$ cat config.mk
export PLATFORM = sky130hd
export DESIGN_NAME = result_display_seq
export DESIGN_NICKNAME = d
export VERILOG_FILES = /design/src/rtl/result_display_seq_pkg.sv /design/src/rtl/result_display_seq_dwell.sv /design/src/rtl/result_display_seq.sv
export SDC_FILE = /design/constraint.sdc
export NUM_CORES = 1
export LEC_CHECK = 0
export BUFFER_PORTS_ARGS = -buffer_cell sky130_fd_sc_hd__buf_2
export CELL_PAD_IN_SITES_DETAIL_PLACEMENT = 2
export CELL_PAD_IN_SITES_GLOBAL_PLACEMENT = 2
export CORE_ASPECT_RATIO = 0.7
export CORE_UTILIZATION = 31
export DETAILED_ROUTE_END_ITERATION = 6
export PLACE_DENSITY_LB_ADDON = 0.1
export SYNTH_ARGS = -nofsm -noshare
export SYNTH_HDL_FRONTEND = slang
export SYNTH_SLANG_ARGS = --single-unit
$ cat constraint.sdc
create_clock -name clk -period 2.2 [get_ports clk]
set_clock_uncertainty 0.05 [all_clocks]
set_input_delay 0.22 -clock clk [delete_from_list [all_inputs] [get_ports clk]]
set_output_delay 0.22 -clock clk [all_outputs]
set_load 0.02 [all_outputs]
$ cat src/rtl/result_display_seq_pkg.sv
// Shared systolic-array display definitions: result modes, display FSM states
// and the fixed element count of each array mode.
package result_display_seq_pkg;

    typedef enum logic [1:0] {
        MODE_PE     = 2'd0,
        MODE_SA2X2  = 2'd1,
        MODE_SA3X3  = 2'd2,
        MODE_CUSTOM = 2'd3
    } mode_e;

    typedef enum logic [2:0] {
        IDLE  = 3'd0,
        ADDR  = 3'd1,
        CAPT  = 3'd2,
        DWELL = 3'd3,
        DONE  = 3'd4
    } state_e;

    localparam int unsigned PE_ELEMS    = 1;
    localparam int unsigned SA2X2_ELEMS = 4;
    localparam int unsigned SA3X3_ELEMS = 9;

endpackage

$ cat src/rtl/result_display_seq_dwell.sv
// Down-counter timing how long each element stays on the display.
module dwell_timer #(
    parameter int unsigned CNT_W = 2
) (
    input  logic             clk,
    input  logic             rst_n,
    input  logic             load,
    input  logic [CNT_W-1:0] load_val,
    input  logic             enable,
    output logic             zero
);

    logic [CNT_W-1:0] cnt_q;

    always_ff @(posedge clk or negedge rst_n) begin
        if (!rst_n) begin
            cnt_q <= '0;
        end else if (load) begin
            cnt_q <= load_val;
        end else if (enable && (cnt_q != '0)) begin
            cnt_q <= cnt_q - CNT_W'(1);
        end
    end

    assign zero = (cnt_q == '0);

endmodule

$ cat src/rtl/result_display_seq.sv
// Steps through the result elements of a PE or systolic-array run, holding each
// one on display_out for a programmable dwell time.
module result_display_seq
    import result_display_seq_pkg::*;
#(
    parameter int unsigned DATA_W    = 8,
    parameter int unsigned MAX_ELEM  = 16,
    parameter int unsigned DWELL_CYC = 4,
    localparam int unsigned SEL_W    = $clog2(MAX_ELEM)
) (
    input  logic              clk,
    input  logic              reset,
    input  logic              display_on,
    input  logic [1:0]        mode,
    input  logic [SEL_W:0]    elem_count,
    input  logic              hold,
    input  logic [DATA_W-1:0] c,
    output logic [SEL_W-1:0]  c_select_o,
    output logic [DATA_W-1:0] display_out,
    output logic              display_valid_o,
    output logic              done_display_o,
    output logic              PE_result,
    output logic              SA_2x2_result,
    output logic              SA_3x3_result
);

    localparam int unsigned  CNT_W = (DWELL_CYC > 1) ? $clog2(DWELL_CYC) : 1;
    localparam logic [SEL_W:0] N_MAX = (SEL_W+1)'(MAX_ELEM);

    state_e         state_q, state_d;
    logic [SEL_W:0] n_q, n_raw, n_start;
    logic           on_low_q;
    logic           start, capt, advance, abort;
    logic           last_elem, tmr_zero, tmr_enable;

    // on_low_q means "display_on was low last cycle"; resetting it to 0 keeps a
    // display_on held high through reset from looking like a fresh edge.
    assign start = (state_q == IDLE) && display_on && on_low_q;

    always_comb begin
        n_raw = elem_count;
        case (mode_e'(mode))
            MODE_PE:    n_raw = (SEL_W+1)'(PE_ELEMS);
            MODE_SA2X2: n_raw = (SEL_W+1)'(SA2X2_ELEMS);
            MODE_SA3X3: n_raw = (SEL_W+1)'(SA3X3_ELEMS);
            default:    n_raw = elem_count;
        endcase
        n_start = (n_raw > N_MAX) ? N_MAX : n_raw;
    end

    assign last_elem = ({1'b0, c_select_o} == (n_q - (SEL_W+1)'(1)));

    always_ff @(posedge clk or negedge reset) begin
        if (!reset) begin
            state_q <= IDLE;
        end else begin
            state_q <= state_d;
        end
    end

    always_comb begin
        state_d = state_q;
        capt    = 1'b0;
        advance = 1'b0;
        abort   = 1'b0;
        case (state_q)
            IDLE:    if (start) state_d = (n_start == '0) ? DONE : ADDR;
            ADDR:    state_d = CAPT;
            CAPT:    begin
                capt    = 1'b1;
                state_d = DWELL;
            end
            DWELL:   if (!hold && tmr_zero) begin
                if (last_elem) begin
                    state_d = DONE;
                end else begin
                    advance = 1'b1;
                    state_d = ADDR;
                end
            end
            DONE:    state_d = IDLE;
            default: state_d = IDLE;
        endcase
        // Dropping display_on mid-run overrides every transition, including
        // the one into DONE, so an aborted run never pulses done.
        if ((state_q != IDLE) && (state_q != DONE) && !display_on) begin
            abort   = 1'b1;
            capt    = 1'b0;
            advance = 1'b0;
            state_d = IDLE;
        end
    end

    always_ff @(posedge clk or negedge reset) begin
        if (!reset) begin
            on_low_q        <= 1'b0;
            n_q             <= '0;
            c_select_o      <= '0;
            display_out     <= '0;
            display_valid_o <= 1'b0;
            PE_result       <= 1'b0;
            SA_2x2_result   <= 1'b0;
            SA_3x3_result   <= 1'b0;
        end else begin
            on_low_q <= ~display_on;
            if (start) begin
                n_q             <= n_start;
                c_select_o      <= '0;
                display_valid_o <= 1'b0;
                PE_result       <= (mode_e'(mode) == MODE_PE);
                SA_2x2_result   <= (mode_e'(mode) == MODE_SA2X2);
                SA_3x3_result   <= (mode_e'(mode) == MODE_SA3X3);
            end
            if (capt) begin
                display_out     <= c;
                display_valid_o <= 1'b1;
            end
            if (advance) begin
                c_select_o <= c_select_o + SEL_W'(1);
            end
            if (abort) begin
                c_select_o      <= '0;
                display_valid_o <= 1'b0;
            end
        end
    end

    assign tmr_enable     = (state_q == DWELL) && !hold;
    assign done_display_o = (state_q == DONE);

    dwell_timer #(
        .CNT_W (CNT_W)
    ) u_dwell_timer (
        .clk      (clk),
        .rst_n    (reset),
        .load     (capt),
        .load_val (CNT_W'(DWELL_CYC - 1)),
        .enable   (tmr_enable),
        .zero     (tmr_zero)
    );

endmodule

==> results_dict.tcl <==
set metrics [dict create \
    dieArea_mm2 0.00478 \
    grt-ovfl-total 0 \
    ff2ff_path_depth 6 \
    drtPass1Iterations 4 \
    post-route-min-period_ns 2.07 \
    timing.rr.end "c_select_o[0]" \
    cpPeakStageDelay_ns 0.45 \
    syn_nets 163 \
    ir_drop_mv 0.471 \
    antenna_found_initial 0 \
    crit_start "n_q[0]" \
    finalHoldViolations 0 \
    crit_path_end "c_select_o[0]" \
    io_pins 36 \
    crit_chain "inv_1, ha_1, or3_4, a311o_1, a21oi_1, o21a_1" \
    fillCellCount 504 \
    initial_core_util_pct 32.3 \
    ys_types 39 \
    drt_wl_total_um 3860 \
    r2r_slack_ns 0.13 \
    hold_start "c[1]" \
    holdWs_ns 0.113 \
    fin_crit_sh_pct 94.1 \
    place_congestion 0.808 \
    antenna_cells 0 \
    syn_to_final_growth_pct 22.6 \
    cp-end-kind "flip-flop" \
    p_leak_nw 0.820 \
    path_clk_slew_ns 0.10 \
    drive_gt1_share_pct 30.0 \
    synth_flop_cell "dfrtp_1" \
    slew_headroom_pct 57.5 \
    cts_buffers 3 \
    ctsLongestPathBuffers 2 \
    min_path_type "in -> reg" \
    cts.sinks 27 \
    place_area_mm2 0.00164 \
    rsz0062_at_grt "false" \
    powerDensity_mw_per_mm2 960 \
    cts_root_buf "clkbuf_8" \
    vias_per_cell 5.12 \
    cts_tree "built" \
    dp_hpwl_um 2920 \
    placementRows 20 \
    grt_pass1_wl_um 6430 \
    synthArstFlopShare_pct 100 \
    final_cell_mix "buf_2, dfrtp_1, nand2_1" \
    startpoint_type "flip-flop" \
    netlist_area_mm2 0.00140 \
    netlist_instances 141 \
    p_sw_w 0.000624 \
    setup_tns_ns 0 \
    p_clk_share_pct 18.4 \
    final_common_cell "buf_2" \
    maxSlewViolCount 0 \
    die_h_um 58.2 \
    final_util_pct 39.5 \
    syn_avg_cell_area_um2 9.90 \
    h-tree-depth 1 \
    status "finished clean" \
    required_ns 2.37 \
    seq_area_frac_synth_pct 48.4 \
    synth_edf_count 0 \
    cp.arrival_ns 2.24 \
    p_seq_share_pct 43.7 \
    clk_latency_ns 0.28 \
    vias 1203 \
    fin_area_mm2 0.00171 \
    io_buffers 35 \
    crit_type "reg -> reg" \
    synth_seq_cells 27 \
    pwr-share-comb_pct 37.9 \
    crit_slowest_cell "a311o_1" \
    placed_cells 230 \
    worstMarginPinSlew_ns 0.637 \
    grt_pass1_vias 1303 \
    maxCapViolations 0 \
    netSwitchingFraction_pct 38.0 \
    nets 203 \
    cp_max_fo 5 \
    avgRoutedWirePerCell_um 16.4 \
    grt_start_max_net_pins 28 \
    drt_iter0_markers 30 \
    grt_usage_pct 18.0 \
    core-area_mm2 0.00433 \
    ant_nets 0 \
    final_cells 235 \
    drc 0 \
    max_clock_freq_mhz 483 \
    setup_violations 0 \
    ys_warn_count 0 \
    reg2reg_from "n_q[0]" \
    die_w_um 82.2 \
    p_int_w 0.00102 \
]
==> area by class of cell <==
cell class | instances | area [um^2] | share of cell area (%)
multi-input cells | 101 | 676 | 39.5
clock inverters | 1 | 8.76 | 0.512
repair buffers | 39 | 208 | 12.1
inverters | 9 | 33.8 | 1.97
well taps | 55 | 68.8 | 4.02
flip-flops and latches | 27 | 676 | 39.5
clock buffers | 3 | 41.3 | 2.41
==> flip-flops by register name (all words and copies together) (netlist names) <==
register / cells
on_low_q: 1
state_q: 3
SA_2x2_result: 1
u_dwell_timer.cnt_q: 2
c_select_o: 4
display_valid_o: 1
SA_3x3_result: 1
PE_result: 1
display_out: 8
n_q: 5
==> metrics by stage <==
stage                     worst slack (ns)  power [W]
final                                0.129    0.00164
after floorplan                      0.264    0.00112
after CTS                            0.143    0.00165
after detailed placement             0.165    0.00134
after global routing                0.0315    0.00175
after global placement               0.236    0.00130
==> kinds of logic after synthesis <==
| kind of cell | after synthesis | share of synthesized area [%] |
|---|---|---|
| AOI/OAI and AO/OA | 30 | 15.3 |
| xor gates and xnor gates | 6 | 3.76 |
| adders and majority gates | 3 | 2.69 |
| muxes | 8 | 6.45 |
| DFF | 27 | 48.4 |
| buffers and inverters | 13 | 4.03 |
| and+or+nand+nor | 54 | 19.4 |
==> power by group through the flow <==
stage / Combinational (W) / Clock, W / Sequential, W
floorplan: 0.000286 / 0 / 0.000830
global placement: 0.000580 / 0 / 0.000719
detailed placement: 0.000609 / 0 / 0.000733
CTS: 0.000614 / 0.000316 / 0.000723
global route: 0.000680 / 0.000332 / 0.000739
finish: 0.000622 / 0.000302 / 0.000718
==> cells in the mapped netlist, types with 2 or more instances <==
master	n	area, um^2
dfrtp_1	27	676
nand2_1	15	56.3
nor2_1	12	45.0
inv_1	9	33.8
mux2_2	8	90.1
o21ai_0	8	40.0
a21oi_1	5	25.0
nand2b_1	5	31.3
nand3_1	5	25.0
nor3_1	5	25.0
clkbuf_1	3	11.3
ha_1	3	37.5
o211ai_1	3	22.5
xnor2_1	3	26.3
xor2_1	3	26.3
and2_1	2	12.5
nor3b_1	2	15.0
o31ai_1	2	15.0
==> timing repair <==
item                                   4_1_cts  5_1_grt
setup endpoints to repair                    0        1
hold buffers                                 1        0
endpoints found under the hold margin       27        0
gates resized for setup                      0        1
buffers inserted                             0        0
==> routing by layer <==
layer	GRT usage, %	wire length, um
met4	2.26	18
met5	0	0
met2	29.6	1840
met3	4.25	167
met1	24.6	1840
==> critical path: cells and delay by family, from the launching register on <==
family          cells  cell delay (ns)
flops               1             0.39
compound gates      3             0.84
buf+inv             1             0.07
fa+ha+maj           1             0.24
simple gates        1             0.41
==> worst min-delay path by stage <==
stage | to | depth (start not counted)
floorplan | PE_result | 0
global placement | c_select_o[3] | 1
detailed placement | c_select_o[1] | 1
CTS | display_out[1] | 2
global route | display_out[3] | 2
finish | display_out[1] | 2
No activity file was read; power rests on OpenSTA's default activity.
